## src/rtl/health_ctrl.sv

```systemverilog
// Per-player life manager: tracks lives, applies hit/heal, runs a frame-counted
// invulnerability window and drives the heart mask. Optional blink: HEALTH_BLINK_EN.
module health_ctrl #(
  parameter int MAX_HEALTH    = 3,
  parameter int INVULN_FRAMES = 120,
  parameter int BLINK_FRAMES  = 8
) (
  input  logic       clk,
  input  logic       rst,
  input  logic       game_en,
  input  logic       vsync,
  input  logic       hit,
  input  logic       heal,
  output logic [2:0] health_en,
  output logic       hit_ack,
  output logic       invuln,
  output logic       game_over,
  output logic [1:0] state_dbg
);

  localparam int HW = $clog2(MAX_HEALTH + 1);
  localparam int FW = $clog2(INVULN_FRAMES + 1);

  typedef enum logic [1:0] {
    S_IDLE   = 2'd0,
    S_ALIVE  = 2'd1,
    S_INVULN = 2'd2,
    S_DEAD   = 2'd3
  } state_t;

  state_t        state_q, state_d;
  logic [HW-1:0] health_q, health_d;
  logic [FW-1:0] frame_cnt_q, frame_cnt_d;
  logic          vsync_d_q;
  logic          frame_tick;
  logic [2:0]    health_en_q, health_en_d;
  logic          hit_ack_q, hit_ack_d;
  logic          invuln_q, invuln_d;
  logic          game_over_q, game_over_d;
  logic          blank_d;
  logic          can_heal;

  assign frame_tick = vsync & ~vsync_d_q;
  assign can_heal   = heal && (health_q < HW'(MAX_HEALTH));

  // Handshake-free block: hit/heal are single-cycle requests sampled every clock;
  // hit_ack is the only response and pulses for exactly one cycle per accepted hit.
  always_comb begin
    state_d     = state_q;
    health_d    = health_q;
    frame_cnt_d = frame_cnt_q;
    hit_ack_d   = 1'b0;
    case (state_q)
      S_IDLE: begin
        health_d    = HW'(MAX_HEALTH);
        frame_cnt_d = '0;
        if (game_en) state_d = S_ALIVE;
      end
      S_ALIVE: begin
        if (hit) begin
          hit_ack_d = 1'b1;
          if (health_q > HW'(1)) begin
            health_d    = health_q - HW'(1);
            frame_cnt_d = FW'(INVULN_FRAMES);
            state_d     = S_INVULN;
          end else begin
            health_d = '0;
            state_d  = S_DEAD;
          end
        end else if (can_heal) begin
          health_d = health_q + HW'(1);
        end
      end
      S_INVULN: begin
        if (can_heal) health_d = health_q + HW'(1);
        if (frame_tick && (frame_cnt_q != '0)) begin
          frame_cnt_d = frame_cnt_q - FW'(1);
          if (frame_cnt_q == FW'(1)) state_d = S_ALIVE;
        end
      end
      default: ;
    endcase
    // Leaving the round wins over every same-cycle event.
    if (!game_en) begin
      state_d     = S_IDLE;
      health_d    = HW'(MAX_HEALTH);
      frame_cnt_d = '0;
      hit_ack_d   = 1'b0;
    end
    invuln_d    = (state_d == S_INVULN);
    game_over_d = (state_d == S_DEAD);
    // Thermometer mask: (1 << h) - 1 wraps to 3'b111 for h == 3 in 3 bits.
    if (state_d == S_IDLE || blank_d) health_en_d = 3'b000;
    else                              health_en_d = (3'b001 << health_d) - 3'b001;
  end

`ifdef HEALTH_BLINK_EN
  localparam int BW = (BLINK_FRAMES > 1) ? $clog2(BLINK_FRAMES) : 1;

  logic [BW-1:0] blink_cnt_q, blink_cnt_d;
  logic          phase_q, phase_d;

  always_comb begin
    blink_cnt_d = blink_cnt_q;
    phase_d     = phase_q;
    if (state_q != S_INVULN || state_d != S_INVULN) begin
      blink_cnt_d = '0;
      phase_d     = 1'b0;
    end else if (frame_tick) begin
      if (blink_cnt_q == BW'(BLINK_FRAMES - 1)) begin
        blink_cnt_d = '0;
        phase_d     = ~phase_q;
      end else begin
        blink_cnt_d = blink_cnt_q + BW'(1);
      end
    end
  end

  always_ff @(posedge clk) begin
    if (rst) begin
      blink_cnt_q <= '0;
      phase_q     <= 1'b0;
    end else begin
      blink_cnt_q <= blink_cnt_d;
      phase_q     <= phase_d;
    end
  end

  assign blank_d = phase_d;
`else
  wire unused_blink_cfg = (BLINK_FRAMES != 0);
  assign blank_d = 1'b0;
`endif

  always_ff @(posedge clk) begin
    if (rst) begin
      state_q     <= S_IDLE;
      health_q    <= HW'(MAX_HEALTH);
      frame_cnt_q <= '0;
      vsync_d_q   <= 1'b0;
      health_en_q <= 3'b000;
      hit_ack_q   <= 1'b0;
      invuln_q    <= 1'b0;
      game_over_q <= 1'b0;
    end else begin
      state_q     <= state_d;
      health_q    <= health_d;
      frame_cnt_q <= frame_cnt_d;
      vsync_d_q   <= vsync;
      health_en_q <= health_en_d;
      hit_ack_q   <= hit_ack_d;
      invuln_q    <= invuln_d;
      game_over_q <= game_over_d;
    end
  end

  assign health_en = health_en_q;
  assign hit_ack   = hit_ack_q;
  assign invuln    = invuln_q;
  assign game_over = game_over_q;
  assign state_dbg = state_q;

endmodule

```

## config.mk

```make
export PLATFORM = sky130hd
export DESIGN_NAME = health_ctrl
export DESIGN_NICKNAME = d
export VERILOG_FILES = /design/src/rtl/health_ctrl.sv
export SDC_FILE = /design/constraint.sdc
export NUM_CORES = 1
export LEC_CHECK = 0
export BUFFER_PORTS_ARGS = -buffer_cell sky130_fd_sc_hd__buf_2
export CORE_ASPECT_RATIO = 0.75
export CORE_MARGIN = 3
export CORE_UTILIZATION = 35
export DETAILED_ROUTE_END_ITERATION = 8
export MAX_ROUTING_LAYER = met4
export PLACE_DENSITY_LB_ADDON = 0.3
export SLEW_MARGIN = 5
export SYNTH_ARGS = -nofsm -noshare
export SYNTH_HDL_FRONTEND = slang
export SYNTH_SLANG_ARGS = --single-unit
```

## constraint.sdc

```tcl
create_clock -name clk -period 1.75 [get_ports clk]
set_clock_uncertainty 0.05 [all_clocks]
set_input_delay 0 -clock clk [delete_from_list [all_inputs] [get_ports clk]]
set_output_delay 0 -clock clk [all_outputs]
set_load 0.01 [all_outputs]
```

* After elaboration in Yosys (flattened, before gate mapping)
Cells that the tools add are included.
Storage, ports and cells: bits in registers 18, input port bits 6, output and inout bits 8, logic and storage cells 53
Cells by class: $add $sub $neg 4, magnitude comparators 2, equality and inequality tests 8, shift operators 1, multiplexer cells 16, bitwise gates (word level) 4, reductions and logical operators 10
Operator list (count):
- $mux 7 | 3
- $pmux 7 s3 | 1
- $mux 2 | 8
- $pmux 2 s3 | 2
- $eq 7x1->1 const B | 1
- $reduce_bool 7->1 | 1
- $sub 7x1->7 const B | 1
- $eq 2x2->1 const B | 3
- $ne 2x2->1 const B | 3
- $logic_not 2->1 | 2
- $reduce_and 4->1 | 1
- $reduce_or 2->1 | 2
- $not 1->1 | 3
- $reduce_bool 3->1 | 1
- $reduce_or 3->1 | 1
- $shl 1x2->3 const A | 1
- $sub 3x1->3 const B | 1
- $add 2x1->2 const B | 1
- $eq 2x1->1 const B | 1
- $gt 2x1->1 const B | 1
- $logic_and 1x1->1 | 2
- $lt 2x2->1 const B | 1
- $mux 1 | 2
- $sub 2x1->2 const B | 1
- $and 1x1->1 | 1

* Depth between registers and ports, before layout
depth after elaboration 8, gate-level depth with buffers 8, depth with buffers taken out 7

* Worst setup path before layout
OpenSTA, ideal clock, no wires.
path type reg-to-reg, from reg state_q[1], in the netlist state_dbg[1], to reg health_en_q[2], in the netlist health_en[2], library setup time 137 ps, arrival 1726 ps, data required time 1563 ps, path slack -164 ps, stages on the path, launching flop included 8, buffers on the path 1, clock period less this slack 1914 ps, cells stage by stage dfxtp_1 inv_1 ha_1 clkbuf_1 a311oi_1 o21ai_0 a21boi_0 nor3_2
On the way: longest elaborated chain between the ends 6, elaborated cells between the ends (all ways) 14, those cells by class add/sub: 1; eq/ne: 2; shift: 1; mux: 7; reduce/logical: 3
Ends and longest elaborated chain:
- start: declaration | RTL line 31 | state_t state_q, state_d;
- start signal: assignment | RTL line 146 | state_q <= state_d;
- parallel branches: the longest is 6 deep, another holds $sub 3x1->3
- end signal: assignment | RTL line 150 | health_en_q <= health_en_d;
- end: declaration | RTL line 36 | logic [2:0] health_en_q, health_en_d;
Parallel ways; which one is timed is not known. A chain may end at the register's enable or synchronous reset.

* Worst setup path after layout
from reg frame_cnt_q[0], to reg health_en_q[1], in the netlist health_en[1]
On the way: longest elaborated chain between the ends 7, elaborated cells between the ends (all ways) 9, those cells by class eq/ne: 1; mux: 4; reduce/logical: 4
Ends and longest elaborated chain:
- start: declaration | RTL line 33 | logic [FW-1:0] frame_cnt_q, frame_cnt_d;
- start signal: assignment | RTL line 148 | frame_cnt_q <= frame_cnt_d;
- $eq 7x1->1 / $reduce_bool 7->1 (equally long branches) | RTL line 78, 76
- $mux 2 / $logic_and 1x1->1 (equally long branches) | RTL line 78, 76
- $mux 2 (*) | RTL line 76 | if (frame_tick && (frame_cnt_q != '0)) begin
- $pmux 2 s3 (*) | RTL line 53 | case (state_q)
- $mux 2 (*) | RTL line 84 | if (!game_en) begin
- $logic_not 2->1 (*) | RTL line 93 | if (state_d == S_IDLE || blank_d) health_en_d = 3'b000;
- $reduce_or 2->1 (no line) (*)
Every way passes the cells marked *; elsewhere a longest branch is shown, timed or not.

==> flow_summary_export.csv <==
group,metric,value,unit
outcome,status,"finished with violations",
outcome,violations,"setup timing",
synthesis,ys_ff_latch,18,
critical_path,required,1.85,ns
critical_path,crit_type,"flip-flop to flip-flop",
pwr,netSwitchingFraction,25.7,%
synthesis,yosysWarnings,0,
drt,via_per_inst,5.18,
floorplan,initial_utilization,37.3,%
synthesis,synthesis.nets,142,
clock_network,cts_tree,"yes",
drt,drt_iter0_drc,54,
critical_path,r2r_cells,7,
job,cap_violations,0,
critical_path,cp-startpoint,"frame_cnt_q[0]$_SDFFE_PP0P_",
clock_network,h-tree-depth,1,
critical_path,cp_max_fo,4,
pwr,seqPwrFrac,44.9,%
clock_network,root_buffer,"clkbuf_8",
grt,grt_pass1_wl,4830,um
layout,final_util,57.1,%
sta,hold_viol,0,
layout,n_antenna_cell,0,
place,place_area,1440,um2
pwr,p_comb_share,18.7,%
pwr,leakage,0.000722,uW
floorplan,core_area,3000,um2
hold_path,min_to,"invuln$_SDFF_PP0_",
place,dp_hpwl,2240,um
floorplan,rows,17,
place,port_buffers,13,
critical_path,r2r_slack,-0.08,ns
grt,grt_pass1_vias,1046,
pwr,p_per_area,559,nW/um2
floorplan,ioPinCount,14,
hold_path,hold_depth,2,
clock_network,cts.clk_slew.worst_paths,0.07,ns
synthesis,synth.avg_cell_area,9.02,um2
hold_path,hold_start,"game_en",
synthesis,synth_cells,124,
floorplan,die_w,71.3,um
sta,holdWs,0.0206,ns
sta,fmax,0.547,GHz
sta,timing.final.crit_period,1.83,ns
drt,wl_per_cell,15.1,um
synthesis,ys_seq_area_share,32.2,%
sta,setup_violations,9,
synthesis,ys_top_cells_by_area,"dfxtp_1 (32%), ha_1 (13%), a21oi_1 (4.0%), inv_1 (4.0%), nand2b_1 (3.4%)",
critical_path,critical_path_arrival,1.93,ns
pwr,peakVddDrop,0.000423,V
floorplan,die_h,55.0,um
synthesis,synthDistinctLibCells,43,
clock_network,cts.sinks,18,
synthesis,synth_edf_count,0,
layout,fin_area,1710,um2
pwr,p_int,710,uW
clock_network,clk_path_buf_depth,2,
drt,drt-total-wl,3130,um
critical_path,start_kind,"flip-flop",
clock_network,cts_buffers,3,
pwr,power_switching,246,uW
layout,drive_gt1_share,52.1,%
sta,layout_setup_ws,-0.0772,ns
synthesis,ys.flop_type,"dfxtp_1",
sta,worst_pin_slew,0.402,ns
synthesis,async_flop_share,0,%
pwr,p_clk_share,36.4,%
layout,fin_cells,207,
sta,grt_setup_unrepaired,"true",
grt,antenna_found_initial,0,
drt,drtPass1Iterations,4,
grt,grt_max_degree,11,
sta,relSlewSlack,73.2,%
place,globalplace.congestion,0.788,
clock_network,clock_latency,0.26,ns
grt,grt-ovfl-total,0,
synthesis,synth_top_area_cell,"dfxtp_1",
sta,final.period_utilization,104,%
grt,track_usage,16.7,%
critical_path,r2r-end,"health_en[1]$_SDFF_PP0_",
floorplan,dieArea,3920,um2
layout,area_growth,53.0,%
critical_path,cp-end-kind,"flip-flop",
layout,fin_nets,188,
drt,vias,1073,
critical_path,reg2reg_from,"frame_cnt_q[0]$_SDFFE_PP0P_",
place,dp_cells,197,
drt,ant_nets,0,
synthesis,netlist_area,1120,um2
hold_path,holdCritPathClass,"input port to flip-flop",
synthesis,synth_top_area_share,32.2,%
drt,drc,0,
place,dp_slack,-0.138,ns
sta,drv_slew,0,
[state kept, by name (all words and copies together) (netlist names)]
| register | flops |
|---|---|
| vsync_d_q | 1 |
| health_q | 2 |
| invuln | 1 |
| frame_cnt_q | 7 |
| health_en | 3 |
| hit_ack | 1 |
| state_dbg | 2 |
| game_over | 1 |
[cell type report]
cell class	instances	area, um2
Fill cell	250	1290
Tap cell	38	47.5
Inverter	12	47.5
Clock buffer	4	55.1
Sequential cell	18	374
Timing Repair Buffer	46	352
Multi-Input combinational cell	89	836
[metal layers]
| metal | wire length [um] | vias to the layer above | GRT usage (%) |
|---|---|---|---|
| li1 | - | 539 | - |
| met1 | 1510 | 507 | 21.4 |
| met2 | 1440 | 21 | 25.9 |
| met3 | 123 | 6 | 4.33 |
| met4 | 51 | 0 | 5.63 |
| met5 | 0 | - | - |
[cell usage after synthesis, types with 2 or more instances]
| cell | instances |
|---|---|
| o21ai_0 | 3 |
| nor3_1 | 3 |
| o211ai_1 | 2 |
| o31ai_1 | 3 |
| nand3_1 | 3 |
| nand2_1 | 7 |
| dfxtp_1 | 18 |
| a31oi_1 | 2 |
| ha_1 | 12 |
| nand2b_1 | 6 |
| nand3b_1 | 2 |
| clkbuf_1 | 4 |
| nor3_2 | 2 |
| inv_1 | 12 |
| or3_1 | 3 |
| a21oi_1 | 9 |
| nor2_1 | 6 |
| a21boi_0 | 2 |
[kinds of logic (layout without fill, tap and decap cells)]
group	count (synthesis)	after routing	synth area share (%)
AND/OR/NAND/NOR	40	40	21.1
multiplexers	1	1	1.01
AO/OA/AOI/OAI	34	34	24.6
adder cells (fa/ha/maj)	12	12	13.4
flip-flops	18	18	32.2
XOR/XNOR	2	2	1.57
buffers and inverters	17	62	6.04
[worst max-delay path: stages (launching register included)]
cell	delay, ns
dfxtp_2	0.35
inv_2	0.05
ha_4	0.15
or4bb_4	0.56
o31ai_4	0.20
a221oi_2	0.12
a21oi_4	0.17
nor2_1	0.06
[worst max path at each step]
stage,to
final,health_en[1]$_SDFF_PP0_
after global routing,health_en[1]$_SDFF_PP0_
after detailed placement,health_en[1]$_SDFF_PP0_
after floorplan,health_en[1]$_SDFF_PP0_
after global placement,health_en[1]$_SDFF_PP0_
after CTS,health_en[1]$_SDFF_PP0_
[what timing repair did]
action                     4_1_cts  5_1_grt
setup endpoints to repair       11       12
hold buffers                     2        0
gates resized for setup          8       23
pin swaps                        1        9
setup buffers                    0        3
hold endpoints to repair         3        0
cloned                           0        1
[power groups by stage]
stage	Combinational, uW	Sequential (uW)	Clock, uW
2_1_floorplan	73.1	441	0
3_5_place_dp	140	437	0
6_report	179	429	348
5_1_grt	193	431	378
3_3_place_gp	137	436	0
4_1_cts	147	428	357
[cells in the final DEF (no fill, tap or decap), types with 3 or more instances in the layout]
cell type,n
clkbuf_8,4
nor2_1,6
nand2_1,7
inv_1,8
buf_4,28
a21oi_1,8
dfxtp_1,11
ha_4,3
ha_2,3
dfxtp_2,5
buf_2,13
nand2b_1,5
inv_2,3
nand3_1,3
ha_1,6
[through the flow]
step           power (uW)  setup TNS (ns)
3_5_place_dp          577          -0.579
4_1_cts               932          -0.261
2_1_floorplan         514          -0.112
5_1_grt              1000          -0.954
3_3_place_gp          573          -0.358
6_report              956          -0.279
Note: power is estimated with default switching activity, not from simulation.
